### config.mk
export PLATFORM = sky130hd
export DESIGN_NAME = sprite_blitter
export DESIGN_NICKNAME = d
export VERILOG_FILES = /design/src/rtl/vga_pkg.sv /design/src/rtl/raster_counter.sv /design/src/rtl/sprite_blitter.sv
export SDC_FILE = /design/constraint.sdc
export NUM_CORES = 1
export LEC_CHECK = 0
export CORE_ASPECT_RATIO = 1.5
export CORE_MARGIN = 8
export CORE_UTILIZATION = 57
export CTS_CLUSTER_DIAMETER = 40
export DETAILED_ROUTE_END_ITERATION = 10
export GPL_TIMING_DRIVEN = 1
export HOLD_SLACK_MARGIN = 0.12
export PLACE_DENSITY = 0.86
export SYNTH_ARGS = -nofsm -noshare
export SYNTH_HDL_FRONTEND = slang
export SYNTH_SLANG_ARGS = --single-unit
### constraint.sdc
create_clock -name clk -period 4.24 [get_ports clk]
set_clock_uncertainty 0.2 [all_clocks]
set_input_delay 1.06 -clock clk [delete_from_list [all_inputs] [get_ports clk]]
set_output_delay 1.06 -clock clk [all_outputs]
set_load 0.1 [all_outputs]
### src/rtl/vga_pkg.sv
// -----------------------------------------------------------------------------
// vga_pkg
// Shared widths, screen defaults and the blitter state encoding used by the
// sprite blitter and its raster counter.
// -----------------------------------------------------------------------------
package vga_pkg;

    localparam int X_W      = 9;    // column coordinate width
    localparam int Y_W      = 8;    // row coordinate width
    localparam int ADDR_W   = 16;   // image ROM word address width
    localparam int COLOUR_W = 3;    // pixel colour width

    localparam int SCREEN_W_DEF = 320;
    localparam int SCREEN_H_DEF = 240;

    typedef enum logic [1:0] {
        ST_IDLE  = 2'd0,
        ST_RUN   = 2'd1,
        ST_DRAIN = 2'd2,
        ST_DONE  = 2'd3
    } blit_state_t;

endpackage

### src/rtl/raster_counter.sv
// -----------------------------------------------------------------------------
// raster_counter
// Walks a width x height rectangle in raster order (column inner, row outer)
// and produces the matching ROM word address, which advances by one per step
// and wraps modulo 2^ADDR_W.
//
// Ports
//   clk, reset   : clock and synchronous active-high reset
//   load         : restart at col 0 / row 0 with addr = base
//   step         : advance one pixel
//   base         : first address, sampled on load
//   width,height : rectangle size (must be non-zero while stepping)
//   col, row     : current position inside the rectangle
//   addr         : current ROM address
//   last         : current position is the bottom-right pixel
// -----------------------------------------------------------------------------
module raster_counter
    import vga_pkg::*;
(
    input  logic              clk,
    input  logic              reset,
    input  logic              load,
    input  logic              step,
    input  logic [ADDR_W-1:0] base,
    input  logic [X_W-1:0]    width,
    input  logic [Y_W-1:0]    height,
    output logic [X_W-1:0]    col,
    output logic [Y_W-1:0]    row,
    output logic [ADDR_W-1:0] addr,
    output logic              last
);

    logic [X_W-1:0]    r_col;
    logic [Y_W-1:0]    r_row;
    logic [ADDR_W-1:0] r_addr;
    logic              w_col_end;
    logic              w_row_end;

    assign w_col_end = (r_col == width - X_W'(1));
    assign w_row_end = (r_row == height - Y_W'(1));

    // NOTE: sequential state is written with <= so every register samples the
    // pre-edge values of the others; blocking here would chain updates.
    always_ff @(posedge clk) begin
        if (reset) begin
            r_col  <= '0;
            r_row  <= '0;
            r_addr <= '0;
        end else if (load) begin
            r_col  <= '0;
            r_row  <= '0;
            r_addr <= base;
        end else if (step) begin
            r_addr <= r_addr + ADDR_W'(1);
            if (w_col_end) begin
                r_col <= '0;
                r_row <= r_row + Y_W'(1);
            end else begin
                r_col <= r_col + X_W'(1);
            end
        end
    end

    assign col  = r_col;
    assign row  = r_row;
    assign addr = r_addr;
    assign last = w_col_end && w_row_end;

endmodule

### src/rtl/sprite_blitter.sv
// -----------------------------------------------------------------------------
// sprite_blitter
// Copies a rectangle of pixels from an image ROM to a VGA adapter pixel-write
// port. One ROM address is issued per cycle; a one-stage pipe carries the
// screen coordinates so they line up with rom_data, which returns one cycle
// later. Off-screen pixels and (optionally) key-coloured pixels are not
// plotted but still use their address slot.
//
// Ports
//   clk, reset              : clock and synchronous active-high reset
//   start                   : draw request, accepted only when idle
//   x0, y0, width, height   : rectangle origin and size on screen
//   base_addr               : ROM address of the top-left pixel
//   key_en, key_colour      : transparent-colour skipping
//   rom_addr / rom_data     : image ROM port (data one cycle after address)
//   x, y, colour, plot      : VGA adapter pixel write
//   busy                    : draw in progress (RUN, DRAIN, DONE)
//   done                    : single-cycle completion pulse
// -----------------------------------------------------------------------------
module sprite_blitter
    import vga_pkg::*;
#(
    parameter int SCREEN_W = SCREEN_W_DEF,
    parameter int SCREEN_H = SCREEN_H_DEF
) (
    input  logic                clk,
    input  logic                reset,
    input  logic                start,
    input  logic [X_W-1:0]      x0,
    input  logic [Y_W-1:0]      y0,
    input  logic [X_W-1:0]      width,
    input  logic [Y_W-1:0]      height,
    input  logic [ADDR_W-1:0]   base_addr,
    input  logic                key_en,
    input  logic [COLOUR_W-1:0] key_colour,
    output logic [ADDR_W-1:0]   rom_addr,
    input  logic [COLOUR_W-1:0] rom_data,
    output logic [X_W-1:0]      x,
    output logic [Y_W-1:0]      y,
    output logic [COLOUR_W-1:0] colour,
    output logic                plot,
    output logic                busy,
    output logic                done
);

    // Screen limits at the widened coordinate width, so sums that carry out
    // of the port width compare as off-screen instead of wrapping.
    localparam logic [X_W:0] LP_SCREEN_W = (X_W+1)'(SCREEN_W);
    localparam logic [Y_W:0] LP_SCREEN_H = (Y_W+1)'(SCREEN_H);

    blit_state_t r_state;
    blit_state_t w_next;

    logic [X_W-1:0]      r_x0;
    logic [Y_W-1:0]      r_y0;
    logic [X_W-1:0]      r_width;
    logic [Y_W-1:0]      r_height;
    logic                r_key_en;
    logic [COLOUR_W-1:0] r_key_colour;

    logic                w_accept;
    logic                w_empty;
    logic                w_load;
    logic                w_issue;
    logic                w_step;
    logic                w_last;
    logic [X_W-1:0]      w_col;
    logic [Y_W-1:0]      w_row;
    logic [ADDR_W-1:0]   w_addr;

    logic                r_pipe_valid;
    logic [X_W:0]        r_pipe_x;
    logic [Y_W:0]        r_pipe_y;
    logic                w_on_screen;
    logic                w_transparent;

    assign w_accept = (r_state == ST_IDLE) && start;
    assign w_empty  = (width == '0) || (height == '0);
    // An empty rectangle never loads the counter, so rom_addr keeps its value.
    assign w_load   = w_accept && !w_empty;
    assign w_issue  = (r_state == ST_RUN);
    // The last pixel does not step, which leaves rom_addr on the final address.
    assign w_step   = w_issue && !w_last;

    raster_counter u_raster (
        .clk    (clk),
        .reset  (reset),
        .load   (w_load),
        .step   (w_step),
        .base   (base_addr),
        .width  (r_width),
        .height (r_height),
        .col    (w_col),
        .row    (w_row),
        .addr   (w_addr),
        .last   (w_last)
    );

    always_ff @(posedge clk) begin
        if (reset) begin
            r_state <= ST_IDLE;
        end else begin
            r_state <= w_next;
        end
    end

    // NOTE: every output of this block gets a default first, so no path can
    // leave a signal unassigned and infer a latch.
    always_comb begin
        w_next = r_state;
        busy   = 1'b1;
        done   = 1'b0;
        case (r_state)
            ST_IDLE: begin
                busy = 1'b0;
                if (start) begin
                    w_next = w_empty ? ST_DONE : ST_RUN;
                end
            end
            ST_RUN: begin
                if (w_last) begin
                    w_next = ST_DRAIN;
                end
            end
            ST_DRAIN: begin
                w_next = ST_DONE;
            end
            ST_DONE: begin
                done   = 1'b1;
                w_next = ST_IDLE;
            end
            default: begin
                busy   = 1'b0;
                w_next = ST_IDLE;
            end
        endcase
    end

    // Draw parameters are captured only on acceptance and held for the draw.
    always_ff @(posedge clk) begin
        if (reset) begin
            r_x0         <= '0;
            r_y0         <= '0;
            r_width      <= '0;
            r_height     <= '0;
            r_key_en     <= 1'b0;
            r_key_colour <= '0;
        end else if (w_accept) begin
            r_x0         <= x0;
            r_y0         <= y0;
            r_width      <= width;
            r_height     <= height;
            r_key_en     <= key_en;
            r_key_colour <= key_colour;
        end
    end

    // Coordinates travel one cycle behind their address to meet rom_data.
    always_ff @(posedge clk) begin
        if (reset) begin
            r_pipe_valid <= 1'b0;
            r_pipe_x     <= '0;
            r_pipe_y     <= '0;
        end else begin
            r_pipe_valid <= w_issue;
            if (w_issue) begin
                r_pipe_x <= {1'b0, r_x0} + {1'b0, w_col};
                r_pipe_y <= {1'b0, r_y0} + {1'b0, w_row};
            end
        end
    end

    assign w_on_screen   = (r_pipe_x < LP_SCREEN_W) && (r_pipe_y < LP_SCREEN_H);
    assign w_transparent = r_key_en && (rom_data == r_key_colour);

    assign rom_addr = w_addr;
    assign x        = r_pipe_x[X_W-1:0];
    assign y        = r_pipe_y[Y_W-1:0];
    // colour is rom_data while a pixel is in flight and zero otherwise, so the
    // adapter port reads all-zero after reset regardless of the ROM contents.
    assign colour   = r_pipe_valid ? rom_data : '0;
    assign plot     = r_pipe_valid && w_on_screen && !w_transparent;

endmodule

==> results of run 1 <==
[area by class of cell]
class                   instances  area, sq um  area share
multi-input cells             499         3130       0.474
flip-flops and latches         93         1860       0.282
repair buffers                106         1040       0.157
clock buffers                  10          239      0.0362
well taps                     112          140      0.0212
inverters                      29          109      0.0165
clock inverters                 6         86.3      0.0131
[final timing paths]
| kind | from | to | slack (ns) | cells past startpoint |
|---|---|---|---|---|
| worst max-delay path | width[1] | u_raster.col[6] | 0.76 | 8 |
| worst min-delay path | r_key_en | r_key_en | 0.26 | 2 |
| worst max register to register | r_height[2] | u_raster.addr[0] | 1.10 | 7 |
| worst min register to register | r_key_en | r_key_en | 0.26 | 2 |
[Yosys cell counts (all sizes together), types with 3 or more instances]
library cell / number / area, sq um
and3: 7 / 43.8
or4: 18 / 139
nand4: 9 / 56.3
nor2: 36 / 135
ha: 27 / 338
xnor2: 27 / 236
a311oi: 7 / 67.6
a211oi: 5 / 37.5
mux2i: 10 / 100
a31oi: 9 / 56.3
a21o: 3 / 22.5
clkbuf: 24 / 90.1
nand3: 22 / 110
o21a: 4 / 30.0
nor3: 17 / 85.1
o311ai: 3 / 26.3
buf: 32 / 219
nand3b: 7 / 52.6
o211ai: 5 / 37.5
dfxtp: 93 / 1860
o31a: 3 / 26.3
or3: 9 / 56.3
a21boi: 3 / 22.5
nor4: 9 / 68.8
nor2b: 6 / 37.5
o2111ai: 4 / 35.0
and2: 7 / 43.8
o21ai: 22 / 110
nand2: 108 / 405
nand2b: 5 / 31.3
o31ai: 16 / 120
xor2: 4 / 35.0
a21oi: 64 / 320
inv: 28 / 105
[power by group through the flow]
stage | Sequential, mW | Combinational (mW) | Clock (mW)
floorplan | 1.47 | 1.01 | 0
global placement | 1.19 | 1.62 | 0
detailed placement | 1.20 | 1.67 | 0
CTS | 1.18 | 1.68 | 0.873
global route | 1.21 | 1.78 | 0.908
finish | 1.19 | 1.67 | 0.869
[layer usage]
layer / track usage / part of all wire
met2: 0.422 / 0.55
met4: 0.105 / 0.027
met3: 0.0383 / 0.053
met5: 0 / 0
met1: 0.229 / 0.37
[stage by stage]
step	power (mW)	hold slack (ns)	util	setup slack, ns	cell area, sq um
6_report	3.73	0.264	0.714	0.759	6610
3_5_place_dp	2.87	0.254	0.679	0.435	6280
4_1_cts	3.73	0.263	0.714	0.769	6610
5_1_grt	3.90	0.290	0.714	0.562	6610
2_1_floorplan	2.47	0.236	-	0.136	5410
3_3_place_gp	2.80	0.248	0.679	0.613	6280
[logic make-up after synthesis]
kind of cell / share of synthesized area
AO/OA/AOI/OAI: 0.191
XOR/XNOR: 0.0502
adder cells (fa/ha/maj): 0.0698
buffers and inverters: 0.0772
flip-flops: 0.344
multiplexers: 0.0206
AND/OR/NAND/NOR: 0.247
[flip-flops by register name (all words and copies together), names as in the netlist]
name / flops
r_key_en: 1
r_pipe_x: 10
u_raster.row: 8
r_height: 8
u_raster.addr: 16
r_y0: 8
u_raster.col: 9
r_x0: 9
r_pipe_y: 9
r_width: 9
r_key_colour: 3
r_pipe_valid: 1
r_state: 2
[worst max-delay path, delay by kind of cell]
kind                   cells  cell delay (ns)
AOI/OAI and AO/OA          2             0.29
buffers and inverters      1             0.41
and+or+nand+nor            5             1.79
==> metrics.yaml, run 1 <==
status: "completed"
clkLatencyLatePin_ns: 0.35
combPwrFrac: 0.449
worstPathCellList: "clkdlybuf4s50_1, or4_1, nor4_1, a21oi_1, and2_1, nor2_1, nand2_1, a21oi_1"
cts.clk_slew.worst_paths_ns: 0.06
htreeDepth: 3
rsz0062_at_grt: "false"
synthDistinctLibCells: 60
powerDensity_nw_per_um2: 565
first_pass_iters: 5
die_x_um: 95.6
ant_nets: 0
pwr-share-seq: 0.318
synth_sequential_area_ratio: 0.344
synth_area_sq_um: 5410
fin_nets: 827
hold_path.class: "register to register"
leakage_nw: 2.44
diodes: 0
grt_pass1_wl_um: 23500
tns_ns: 0
grt_max_degree: 43
cts_num_sinks: 93
dp_hpwl_um: 10800
synthToLayoutAreaGrowth_pct: 22.0
cts_resized: 0
vias: 5126
grt_pass1_vias: 5085
slew_headroom: 0.217
post_drt_wl_per_cell_um: 17.0
p_sw_frac: 0.445
wl_um: 14500
syn-num-nets: 766
fillerInstances: 718
die_y_um: 135
max_stage_delay_ns: 0.53
p_switching_mw: 1.66
root_buffer: "clkbuf_16"
io_buffers: 98
drt_iter0_drc: 305
vias_per_cell: 6.00
final_cell_count_no_fill: 855
crit_slowest_cell: "or4_1"
gp_congestion: 0.891
dominantRegCellSynth: "dfxtp_1"
ioPinCount: 99
grtUsageTotal: 0.224
mostFrequentLayoutCell: "nand2_1"
yosysWarningCount: 0
final_cell_mix: "nand2_1, dfxtp_1, clkdlybuf4s50_1, a21oi_1, nor2_1"
max_freq_mhz: 287
worstPathArrival_ns: 3.55
cts_buffers: 9
antenna_found_initial: 0
end_kind: "register"
critPathMaxFanout: 10
clockPowerShare: 0.233
synth-seq-cells: 93
grt_remaining_overflow: 0
synthCells: 677
syn_avg_cell_area_sq_um: 8.00
rows: 43
initial_utilization: 0.585
clk_path_buf_depth: 2
crit_type: "input port to register"
hold_viol: 0
ir_drop_uv: 611
synth_edf_count: 0
cts_tree: "built"
postCtsHoldBufs: 0
intPower_mw: 2.07
drc: 0
post_cts_buffers: 0
critPathLaunchType: "input port"
tightest_slew_ns: 1.17
cpMostUsedCell: "a21oi_1"
synthArstFlopShare: 0
setup_viol: 0
required_ns: 4.31
slew_viol_final: 0
period_minus_slack_ns: 3.48
dpl.cell_count: 839
core_area_sq_um: 9250
dieArea_sq_um: 12900
maxCapViolCount: 0
fin_crit_sh: 0.821
layout-drive-gt1-share: 0.0538
Note: power is estimated with default switching activity, not from simulation.
==> inputs of run 2 (changes only) <==
--- a/config.mk
+++ b/config.mk
@@ -7,12 +7,12 @@
 export LEC_CHECK = 0
 export CORE_ASPECT_RATIO = 1.5
 export CORE_MARGIN = 8
-export CORE_UTILIZATION = 57
+export CORE_UTILIZATION = 53
 export CTS_CLUSTER_DIAMETER = 40
 export DETAILED_ROUTE_END_ITERATION = 10
 export GPL_TIMING_DRIVEN = 1
 export HOLD_SLACK_MARGIN = 0.12
-export PLACE_DENSITY = 0.86
+export PLACE_DENSITY = 0.81
 export SYNTH_ARGS = -nofsm -noshare
 export SYNTH_HDL_FRONTEND = slang
 export SYNTH_SLANG_ARGS = --single-unit
==> constraint.sdc (replaced) <==
create_clock -name clk -period 3.35 [get_ports clk]
set_clock_uncertainty 0.2 [all_clocks]
set_input_delay 0.8375 -clock clk [delete_from_list [all_inputs] [get_ports clk]]
set_output_delay 0.8375 -clock clk [all_outputs]
set_load 0.1 [all_outputs]
==> run 2 against run 1 <==
Sequential power increased by 27%. Critical path depth decreased by 1. Cell area shrank 0.11%. First-iteration DRC count is 15% lower. Largest power group unchanged.
==> metrics.yaml, run 2 (synthesis results as in run 1) <==
die_x_um: 98.5  # +3.1%
io_buffers: 98  # unchanged
hold_depth: 2  # unchanged
setup_ws_ns: 0.222  # -0.537 ns
status: "completed"
rsz0062_at_grt: "false"
tns_ns: 0  # unchanged
grt_pass1_vias: 5171  # +1.7%
vias_per_cell: 6.03  # +0.65%
layout-drive-gt1-share: 0.109  # +0.0554
max_freq_mhz: 320
period_minus_slack_ns: 3.13
worstPathCellList: "or3_1, or4_4, a2111oi_4, and4_1, o211a_4, o22ai_1, mux2i_1"
required_ns: 3.36  # -0.95 ns
ff2ff_setup_slack_ns: 0.22  # -0.88 ns
whs_ns: 0.261  # -0.00246 ns
synthToLayoutAreaGrowth_pct: 21.9
rr_worst_depth: 7  # unchanged
hold_path_end: "r_y0[0]"
powerDensity_nw_per_um2: 699  # +24%
finish.instance_area_sq_um: 6600  # -0.11%
fin_crit_sh: 0.934
final_cell_count_no_fill: 868  # +1.5%
cts_buffers: 9  # unchanged
core_area_sq_um: 10000  # +8.3%
largest_reg_flops: 16  # unchanged
wl_um: 14800  # +2.0%
maxCapViolCount: 0  # unchanged
postCtsHoldBufs: 0  # unchanged
gp_congestion: 0.885  # -0.65%
max_stage_delay_ns: 0.50  # -0.03 ns
grtUsageTotal: 0.209  # -0.0149
first_pass_iters: 5  # unchanged
final_cell_mix: "nand2_1, dfxtp_1, a21oi_1, clkdlybuf4s50_1, buf_4"
place_area_sq_um: 6310  # +0.50%
drt_iter0_drc: 260  # -15%
initial_utilization: 0.540  # -0.0448
ant_nets: 0  # unchanged
grt_remaining_overflow: 0  # unchanged
rr_endpoint: "r_state[0]"
ioPinCount: 99  # unchanged
root_buffer: "clkbuf_16"
post_cts_buffers: 0  # unchanged
post_drt_wl_per_cell_um: 17.0  # +0.43%
dp_hpwl_um: 11000  # +1.6%
cts.clk_slew.worst_paths_ns: 0.06  # about the same
dieArea_sq_um: 13800  # +6.5%
reg2reg_from: "r_height[2]"
hold_viol: 0  # unchanged
mostFrequentLayoutCell: "nand2_1"
setup_viol: 0  # unchanged
cts_tree: "built"
critPathMaxFanout: 37  # +27
diodes: 0  # unchanged
antenna_found_initial: 0  # unchanged
clkLatencyLatePin_ns: 0.35  # about the same
finish.utilization: 0.658  # -0.0555
critPathLaunchType: "register"
tightest_slew_ns: 0.739  # -0.433 ns
dpl.cell_count: 851  # +1.4%
total_power_mw: 4.61  # +24%
end_kind: "register"
die_y_um: 140  # +3.3%
rows: 45  # +4.7%
cts_num_sinks: 93  # unchanged
grt_max_degree: 39  # -9.3%
crit_slowest_cell: "or4_4"
drc: 0  # unchanged
worstPathArrival_ns: 3.14  # -0.41 ns
min-delay-start: "r_y0[0]"
crit_type: "register to register"
clk_path_buf_depth: 2  # unchanged
fin_nets: 835  # +0.97%
slew_headroom: 0.507  # +0.289
htreeDepth: 3  # unchanged
leakage_nw: 2.54  # +3.8%
cts_resized: 0  # unchanged
slew_viol_final: 0  # unchanged
grt_pass1_wl_um: 23900  # +1.7%
hold_path.class: "register to register"
vias: 5238  # +2.2%
ir_drop_uv: 392  # -36%
preCtsSetupSlack_ns: 0.0302  # -0.405 ns
[run 2: worst max path at each step]
| stage | from | endpoint | slack, ns |
|---|---|---|---|
| after floorplan | u_raster.addr[1] | u_raster.addr[12] | 0.38 |
| after global placement | width[1] | u_raster.addr[8] | 0.14 |
| after detailed placement | width[1] | u_raster.addr[8] | 0.03 |
| after CTS | r_height[2] | u_raster.addr[13] | 0.21 |
| after global routing | r_height[2] | r_state[0] | 0.06 |
| final | r_height[2] | r_state[0] | 0.22 |
[run 2: report_power, final]
part,total (mW),internal (mW),switching [mW],leakage [nW]
logic,2.15,0.665,1.48,1.64
registers,1.51,1.30,0.208,0.760
clock network,0.959,0.540,0.419,0.138
total,4.61,2.50,2.11,2.54
[run 2: metal layers]
layer	vias up	global-route usage	routed length, um	part of all wire
li1	2542	-	-	-
met1	2467	0.214	5640	0.38
met2	186	0.386	7880	0.53
met3	43	0.0449	762	0.052
met4	0	0.110	491	0.033
met5	-	0	0	0
[run 2: critical path, delay by kind of cell, from the launching register on]
kind	cells	cell delay (ns)
AOI/OAI and AO/OA	3	1.02
DFF	1	0.37
muxes	1	0.18
and+or+nand+nor	3	1.21
[run 2: area by class of cell]
type / instances / area [sq um]
multi-input cells: 499 / 3140
clock buffers: 12 / 256
flip-flops and latches: 93 / 1860
repair buffers: 114 / 1060
clock inverters: 4 / 22.5
well taps: 117 / 146
inverters: 29 / 109
fillers: 853 / 3420
